--- src/rtl/dmem_pkg.sv ---
// Shared types and widths for the data-memory responder.
// Used by the responder top and its storage array.
package dmem_pkg;

  localparam int DMEM_DATA_W = 16;
  localparam int DMEM_CNT_W  = 4;

  typedef enum logic [1:0] {
    IDLE,
    WAIT,
    RESP
  } dmem_state_t;

endpackage

--- src/rtl/data_memory_responder_array.sv ---
// 2**ADDR_W x 16 storage, one synchronous port with byte write enables.
// Read data register clears on any cycle that is not a read.
module dmem_array
  import dmem_pkg::*;
#(
  parameter int ADDR_W = 8
) (
  input  logic                   clk,
  input  logic                   reset,
  input  logic                   en_i,
  input  logic                   we_i,
  input  logic [1:0]             be_i,
  input  logic [ADDR_W-1:0]      addr_i,
  input  logic [DMEM_DATA_W-1:0] wdata_i,
  output logic [DMEM_DATA_W-1:0] rdata_o
);

  logic [DMEM_DATA_W-1:0] mem_q [2**ADDR_W];
  logic [DMEM_DATA_W-1:0] rdata_q;

  always_ff @(posedge clk) begin
    if (en_i && we_i) begin
      if (be_i[0]) mem_q[addr_i][7:0]  <= wdata_i[7:0];
      if (be_i[1]) mem_q[addr_i][15:8] <= wdata_i[15:8];
    end
  end

  always_ff @(posedge clk) begin
    if (reset) begin
      rdata_q <= '0;
    end else if (en_i && !we_i) begin
      rdata_q <= mem_q[addr_i];
    end else begin
      rdata_q <= '0;
    end
  end

  assign rdata_o = rdata_q;

endmodule

--- src/rtl/data_memory_responder.sv ---
// MEM-stage data-memory responder: handshake, wait states, 1-cycle response.
// DMEM_BYTE_WRITE_EN enables per-byte writes via req_be.
module data_memory_responder
  import dmem_pkg::*;
#(
  parameter int ADDR_W      = 8,
  parameter int WAIT_CYCLES = 2
) (
  input  logic                   clk,
  input  logic                   reset,
  input  logic                   req_valid,
  output logic                   req_ready,
  input  logic                   req_we,
  input  logic [DMEM_DATA_W-1:0] req_addr,
  input  logic [DMEM_DATA_W-1:0] req_wdata,
  input  logic [1:0]             req_be,
  output logic                   resp_valid,
  output logic [DMEM_DATA_W-1:0] resp_rdata,
  output logic                   resp_err,
  output logic                   busy
);

  localparam logic [DMEM_CNT_W-1:0] CNT_INIT =
    (WAIT_CYCLES == 0) ? '0 : DMEM_CNT_W'(WAIT_CYCLES - 1);
  localparam bit NO_WAIT = (WAIT_CYCLES == 0);

  dmem_state_t            state_q;
  logic [DMEM_CNT_W-1:0]  cnt_q;
  logic                   we_q;
  logic [DMEM_DATA_W-1:0] addr_q;
  logic [DMEM_DATA_W-1:0] wdata_q;
  logic [1:0]             be_q;
  logic                   req_ready_q;
  logic                   busy_q;
  logic                   resp_valid_q;
  logic                   resp_err_q;

  logic                   accept;
  logic                   go_resp;
  logic                   acc_we;
  logic [DMEM_DATA_W-1:0] acc_addr;
  logic [DMEM_DATA_W-1:0] acc_wdata;
  logic [1:0]             acc_be;
  logic [1:0]             be_eff;
  logic                   in_range;
  logic                   mem_en;

  assign accept  = (state_q == IDLE) && req_valid;
  assign go_resp = (accept && NO_WAIT) ||
                   ((state_q == WAIT) && (cnt_q == '0));

  // Zero-wait accesses use the live request; otherwise the held copy.
  assign acc_we    = (state_q == IDLE) ? req_we    : we_q;
  assign acc_addr  = (state_q == IDLE) ? req_addr  : addr_q;
  assign acc_wdata = (state_q == IDLE) ? req_wdata : wdata_q;
  assign acc_be    = (state_q == IDLE) ? req_be    : be_q;

  assign in_range = (acc_addr[DMEM_DATA_W-1:ADDR_W] == '0);
  assign mem_en   = go_resp && in_range;

`ifdef DMEM_BYTE_WRITE_EN
  assign be_eff = acc_be;
`else
  logic unused_be;
  assign unused_be = ^acc_be;
  assign be_eff    = 2'b11;
`endif

  dmem_array #(
    .ADDR_W(ADDR_W)
  ) u_array (
    .clk    (clk),
    .reset  (reset),
    .en_i   (mem_en),
    .we_i   (acc_we),
    .be_i   (be_eff),
    .addr_i (acc_addr[ADDR_W-1:0]),
    .wdata_i(acc_wdata),
    .rdata_o(resp_rdata)
  );

  always_ff @(posedge clk) begin
    if (reset) begin
      state_q      <= IDLE;
      cnt_q        <= '0;
      we_q         <= 1'b0;
      addr_q       <= '0;
      wdata_q      <= '0;
      be_q         <= '0;
      req_ready_q  <= 1'b1;
      busy_q       <= 1'b0;
      resp_valid_q <= 1'b0;
      resp_err_q   <= 1'b0;
    end else begin
      unique case (state_q)
        IDLE: begin
          if (req_valid) begin
            we_q        <= req_we;
            addr_q      <= req_addr;
            wdata_q     <= req_wdata;
            be_q        <= req_be;
            req_ready_q <= 1'b0;
            busy_q      <= 1'b1;
            cnt_q       <= CNT_INIT;
            if (NO_WAIT) begin
              state_q      <= RESP;
              resp_valid_q <= 1'b1;
              resp_err_q   <= ~in_range;
            end else begin
              state_q <= WAIT;
            end
          end
        end
        WAIT: begin
          if (cnt_q == '0) begin
            state_q      <= RESP;
            resp_valid_q <= 1'b1;
            resp_err_q   <= ~in_range;
          end else begin
            cnt_q <= cnt_q - DMEM_CNT_W'(1);
          end
        end
        RESP: begin
          state_q      <= IDLE;
          resp_valid_q <= 1'b0;
          resp_err_q   <= 1'b0;
          busy_q       <= 1'b0;
          req_ready_q  <= 1'b1;
        end
        default: begin
          state_q <= IDLE;
        end
      endcase
    end
  end

  assign req_ready  = req_ready_q;
  assign busy       = busy_q;
  assign resp_valid = resp_valid_q;
  assign resp_err   = resp_err_q;

endmodule
--- config.mk ---
export PLATFORM = sky130hd
export DESIGN_NAME = data_memory_responder
export DESIGN_NICKNAME = d
export VERILOG_FILES = /design/src/rtl/dmem_pkg.sv /design/src/rtl/data_memory_responder_array.sv /design/src/rtl/data_memory_responder.sv
export SDC_FILE = /design/constraint.sdc
export NUM_CORES = 2
export LEC_CHECK = 0
export CAP_MARGIN = 30
export CORE_ASPECT_RATIO = 1.5
export CORE_UTILIZATION = 60
export CTS_CLUSTER_DIAMETER = 30
export DETAILED_ROUTE_END_ITERATION = 7
export PLACE_DENSITY = 0.76
export SYNTH_ARGS = -nofsm -noshare
export SYNTH_HDL_FRONTEND = slang
export SYNTH_HIERARCHICAL = 1
export SYNTH_SLANG_ARGS = --single-unit
export TNS_END_PERCENT = 20
--- constraint.sdc ---
create_clock -name clk -period 3.95 [get_ports clk]
set_input_delay 0.79 -clock clk [delete_from_list [all_inputs] [get_ports clk]]
set_output_delay 0.79 -clock clk [all_outputs]
set_load 0.05 [all_outputs]
# ---- Yosys cells after proc, flatten, opt, wreduce, memory -nomap -nowiden
# Memory sizes are Yosys's and may differ from the RTL's. A register that Yosys moved wholly into a read port is not among the register bits.
# Cells that the tools add are included.
dict set report classes {
  n_mux 19
  n_eq_ne 5
  addsub 1
  n_reduce_logical 17
  n_bitwise 2
}
# op n
set ops {}
lappend ops {{$mux W16} 2}
lappend ops {{$logic_not A8 Y1} 1}
lappend ops {{$mux W4} 2}
lappend ops {{$pmux W1 S2} 4}
lappend ops {{$pmux W4 S2} 1}
lappend ops {{$reduce_and A2 Y1} 4}
lappend ops {{$mux W1} 7}
lappend ops {{$reduce_bool A2 Y1} 3}
lappend ops {{$logic_and A1 B1 Y1} 4}
lappend ops {{$logic_not A4 Y1} 1}
lappend ops {{$mux W2} 2}
lappend ops {{$ne A2 B2 Y1 const B} 2}
lappend ops {{$pmux W2 S2} 1}
lappend ops {{$sub A4 B1 Y4 const B} 1}
lappend ops {{$reduce_and A3 Y1} 1}
lappend ops {{$eq A2 B1 Y1 const B} 1}
lappend ops {{$eq A2 B2 Y1 const B} 1}
lappend ops {{$logic_not A2 Y1} 1}
lappend ops {{$ne A2 B1 Y1 const B} 1}
lappend ops {{$not A1 Y1} 2}
lappend ops {{$reduce_or A2 Y1} 1}
lappend ops {{$logic_not A1 Y1} 1}
dict set report totals {
  regBits 43
  n_memories 1
  elab_cells 54
  ramBits 4096
}
# name words word_bits rd rd_clocked_by_memory_dff write_ports line
set memory_table {}
lappend memory_table {u_array.mem_q 256 16 1 1 1 data_memory_responder_array.sv:18} ;# logic [DMEM_DATA_W-1:0] mem_q [2**ADDR_W];

# ---- Longest topological paths before layout
dict set report depth {
  ltp_word 7
  ltp_mapped 15
  ltp_nobuf 9
}

# ---- Cells and area by module
# The synthesis kept the hierarchy.
# mod seq_area_each_um2 n_inst cells_each area_each_um2
set by_module_without_submodules {}
lappend by_module_without_submodules {dmem_array 123318.3 1 8179 158846.1}
lappend by_module_without_submodules {data_memory_responder 860.8 1 229 1940.6}

# ---- Worst setup path after synthesis
# OpenSTA, ideal clock, no wires.
dict set report synth_path {
  path_type {flip-flop to flip-flop}
  start {register state_q[1]}
  end {memory u_array.mem_q[131][0] (enable)}
  synth_period_minus_slack_ns 3.498
  required_time_ns 3.580
  arrival_time_ns 3.127
  stages_incl_launch_ff 14
  setup_slack_ns 0.452
  path_buffers 8
  path_cell_list {dfxtp_1 -> buf_6 -> nor2_2 -> buf_2 -> mux2_2 -> buf_6 -> buf_2 -> buf_2 -> clkbuf_1 -> buf_2 -> nor2_1 -> nand3_1 -> clkbuf_1 -> nor2_1}
}
dict set report synth_via {
  elab_cells_between_ends 10
  cone_classes {eq/ne (1); mux (4); reduce/logical (5)}
}
# element line
set synth_rtl {}
lappend synth_rtl {{from (decl)} data_memory_responder.sv:27} ;# dmem_state_t state_q;
lappend synth_rtl {{from (signal assigned)} data_memory_responder.sv:84} ;# state_q <= IDLE;
lappend synth_rtl {{from (signal assigned)} data_memory_responder.sv:106} ;# state_q <= RESP;
lappend synth_rtl {{from (signal assigned)} data_memory_responder.sv:110} ;# state_q <= WAIT;
lappend synth_rtl {{$logic_not A2 Y1} data_memory_responder.sv:54} ;# assign acc_addr = (state_q == IDLE) ? req_addr : addr_q;
lappend synth_rtl {{$mux W16} data_memory_responder.sv:54}
lappend synth_rtl {{net acc_addr[3]} data_memory_responder.sv:41} ;# logic [DMEM_DATA_W-1:0] acc_addr;
lappend synth_rtl {{to (decl)} data_memory_responder_array.sv:18}
# The timed path passes the listed nets, and every way through them passes these cells.

# ---- Final worst setup path
dict set report layout_path {
  start {register state_q[0]}
  end {register u_array.rdata_q[7] (netlist: u_array/rdata_o[7]) (read register of u_array.mem_q)}
}
dict set report layout_via {
  elab_cells_between_ends 11
  cone_classes {eq/ne (1); mux (2); bitwise (1); reduce/logical (7)}
}
# element line
set layout_rtl {}
lappend layout_rtl {{$logic_not A2 Y1} data_memory_responder.sv:54}
lappend layout_rtl {{$mux W16} data_memory_responder.sv:54}
lappend layout_rtl {{net acc_addr[3]} data_memory_responder.sv:41}
lappend layout_rtl {{to (decl)} data_memory_responder_array.sv:19} ;# logic [DMEM_DATA_W-1:0] rdata_q;
# The timed path passes the listed nets, and every way through them passes these cells.
# A chain may end at the register's enable or synchronous reset.

==> summary.txt <==
Hold path
  – Hold Path Stages: 3
  – Worst hold start: req_addr[8]
  – Hold Path End: addr_q[8]
  – Hold crit path type: in -> reg

Floorplanning
  – Die height: 636 um
  – I/O pin count: 58
  – Starting Density: 60.3%
  – Core Rows: 232
  – DIE AREA: 270000 um^2
  – Core ar.: 266000 um^2
  – Chip Width: 425 um

Routing
  – Via count: 87900
  – Drt initial violations: 10500
  – DRC Markers: 0
  – Antenna Nets Post-Route: 0
  – Vias per inst: 6.60
  – WL final: 419 mm
  – WL/cell: 31.5 um
  – Drt pass-1 iters: 8

Synth
  – Async set-reset flop share out of synthesis: 0%
  – Number of synthesized register bits: 4155
  – Cells after Synth: 8408
  – Area leader, netlist: edfxtp_1
  – Post-Syn Area: 161000 um^2
  – Synth top area share: 76.5%
  – Largest cells by area after synthesis: edfxtp_1 (76%), mux4_2 (7.8%), mux2i_1 (5.8%), nor2_1 (1.3%), o22ai_1 (1.1%)
  – Post-synth EDFFs: 4096
  – Ys flop type: edfxtp_1
  – Register area share after synthesis: 77.2%
  – Synth Warn #: 6
  – Mean post-synth cell area: 19.1 um^2
  – Post-synthesis cell type count: 59

Global routing
  – Initial antenna violation count: 18
  – GRT overflow: 0
  – Overall Global Routing Usage: 31.0%
  – Vias in the first global route: 91400
  – First-pass GRT wire length: 608 mm
  – Pin count of the biggest net entering global routing: 131

Cells and area
  – Fraction of layout cells with a size suffix above 1: 24.4%
  – Nets@finish: 9420
  – Area Growth Syn to Fin: 18.5%
  – Fillers: 14800

STA
  – Fmax: 0.258 GHz
  – RSZ-0062 raised after global routing: yes
  – Setup TNS: 0 ns
  – Worst Tran Pin Value: 1.08 ns
  – Fin. max-slew vios: 0
  – Fin. Hold Viols: 0
  – Fin crit share: 98.2%
  – Final Skew: 0.0517 ns
  – Final min period: 3.88 ns
  – Setup violators final: 0
  – Rel. slew slack: 26.4%

Run status
  – Status: complete, no violations

Setup path
  – WP depth: 13
  – Reg2reg end: u_array/rdata_o[7]
  – Crit path max-delay family: simple AND/OR/NAND/NOR gates
  – R2R Setup Slk: 0.07 ns
  – Critical path's slowest cell: or4_1
  – Launch point of the worst reg-to-reg path: state_q[0]
  – Max stage delay on crit path: 0.62 ns
  – Cell mode on critical path: buf_4
  – Crit path buf inv count: 4
  – Startpoint Class: flip-flop
  – Critical Path AT: 4.65 ns
  – CP Cell Sequence: nor2_4 > buf_6 > mux2_8 > nand4b_1 > buf_12 > o22ai_1 > nor4_1 > buf_4 > o21ai_1 > a211oi_1 > buf_4 > o21ai_0 > or4_1
  – Crit-path max FO: 35
  – Worst endpoint required time: 4.72 ns
  – Worst reg2reg path depth: 13
  – Crit path kind: reg -> reg
  – Nature of the critical path endpoint: flip-flop

Clock network
  – H-tree Lvls: 6
  – Post-CTS Setup Inserts: 0
  – Clock Pin Slew Worst Setup and Hold Paths: 0.06 ns
  – CTS tree: yes
  – Worst-Skew Late Latency: 0.93 ns
  – CTS max path bufs: 4
  – Root cell of the clock tree: clkbuf_16
  – CTS Buf Count: 525
  – Clock Sink Count: 4155

Placed design
  – Port Buffers: 55
  – Dpl hpwl: 257 mm
  – Placer Congestion: 0.920

Run
  – MaxCap Viol Count: 0

Pwr
  – Power per cell area: 588 nW/um^2
  – Worst IR Drop VDD: 548 uV
  – Pwr Total: 112000 uW
  – Leak: 0.0632 uW
## cells by family after synthesis
group | synth area share (%)
AO/OA/AOI/OAI | 3.75
adder cells (fa/ha/maj) | 0.0156
buffers and inverters | 1.72
flip-flops | 77.2
multiplexers | 13.8
other | 0.00233
AND/OR/NAND/NOR | 3.48
## placed cells by master, fill, tap and decap left out, types with 70 or more instances in the layout
| master | n |
|---|---|
| a21oi_1 | 84 |
| a22oi_1 | 208 |
| nand2_1 | 389 |
| mux4_2 | 557 |
| nand3_1 | 71 |
| nor2b_1 | 70 |
| clkbuf_16 | 543 |
| buf_4 | 728 |
| o22ai_1 | 272 |
| nor2_1 | 537 |
| mux2i_1 | 934 |
| buf_12 | 177 |
| edfxtp_1 | 4096 |
## synthesized netlist by cell type, types with 23 or more instances
library cell and instances:
edfxtp_1 4096, mux2i_1 934, mux4_2 557, nor2_1 549, nand2_1 401, o22ai_1 272, clkbuf_1 221, a22oi_1 208
buf_2 190, a21oi_1 84, nand3_1 75, nor2b_1 72, nor4_1 66, a211oi_1 65, dfxtp_1 59, inv_1 57
a221o_1 49, buf_1 48, a31oi_1 47, o21ai_1 45, buf_6 36, nand4_1 34, buf_4 25, mux2_2 25
o21ai_0 23
## sequential cells by signal, indices dropped and copies added, names as in the netlist
| name | count |
|---|---|
| req_ready | 1 |
| u_array/mem_q | 4096 |
| busy | 1 |
| we_q | 1 |
| u_array/rdata_o | 16 |
| wdata_q | 16 |
| resp_valid | 1 |
| resp_err | 1 |
| cnt_q | 4 |
| state_q | 2 |
| addr_q | 16 |
## worst reg2reg max path: stages (launching register included)
cell and delay (ns):
dfxtp_1 0.32, nor2_4 0.22, buf_6 0.19, mux2_8 0.47
nand4b_1 0.30, buf_12 0.25, o22ai_1 0.19, nor4_1 0.29
buf_4 0.18, o21ai_1 0.11, a211oi_1 0.25, buf_4 0.15
o21ai_0 0.20, or4_1 0.62
## cell type report
type | instances | area, um^2 | area share [%]
Clock buffer | 593 | 13800 | 7.24
Clock inverter | 341 | 3740 | 1.96
Timing Repair Buffer | 964 | 9620 | 5.05
Tap cell | 3510 | 4390 | 2.31
Inverter | 58 | 218 | 0.114
Antenna cell | 10 | 25.0 | 0.0131
Multi-Input combinational cell | 3676 | 34500 | 18.1
Sequential cell | 4155 | 124000 | 65.2
## routing by layer
layer / global-route usage [%] / part of all wire, % / vias to the layer above / routed length, um
met2: 52.6 / 51 / 5648 / 213000
met4: 18.3 / 6.6 / 14 / 27800
met1: 37.2 / 33 / 44800 / 139000
met3: 5.60 / 9.2 / 1297 / 38800
met5: 0 / 0.021 / - / 88
li1: - / - / 36100 / -
## through the flow
step           instance area (um^2)  util [%]  setup slack [ns]  std cells  hold slack (ns)
6_report                     190000      71.5            0.0720      13300            0.441
5_1_grt                      190000      71.5           -0.0994      13300            0.438
4_1_cts                      190000      71.4          -0.00494      13300            0.393
3_5_place_dp                 173000      64.9            -0.607      12400            0.455
3_3_place_gp                 173000      64.8            -0.653      12400            0.441
2_1_floorplan                161000         -             0.452       8409            0.434
## power by group
| part | switching, uW | total [uW] | leakage, uW | internal [uW] |
|---|---|---|---|---|
| registers | 47.6 | 50200 | 0.0375 | 50100 |
| clock network | 18800 | 47800 | 0.00843 | 29000 |
| logic | 8830 | 14100 | 0.0172 | 5300 |
| total | 27700 | 112000 | 0.0632 | 84400 |
## worst max-delay path by stage
| stage | from | to | slack (ns) |
|---|---|---|---|
| after global placement | req_addr[0] | u_array/rdata_o[8] | -0.65 |
| after floorplan | state_q[1] | u_array/mem_q[131][0] | 0.45 |
| after detailed placement | req_addr[0] | u_array/rdata_o[8] | -0.61 |
| after CTS | state_q[1] | u_array/rdata_o[4] | -0.005 |
| after global routing | state_q[0] | u_array/rdata_o[7] | -0.1 |
| final | state_q[0] | u_array/rdata_o[7] | 0.07 |
## timing repair
action	CTS	global route
setup endpoints to repair	3	113
hold buffers	0	0
pin swaps	0	3
gates resized for setup	2	25
Power figures use the tool's default switching activity.
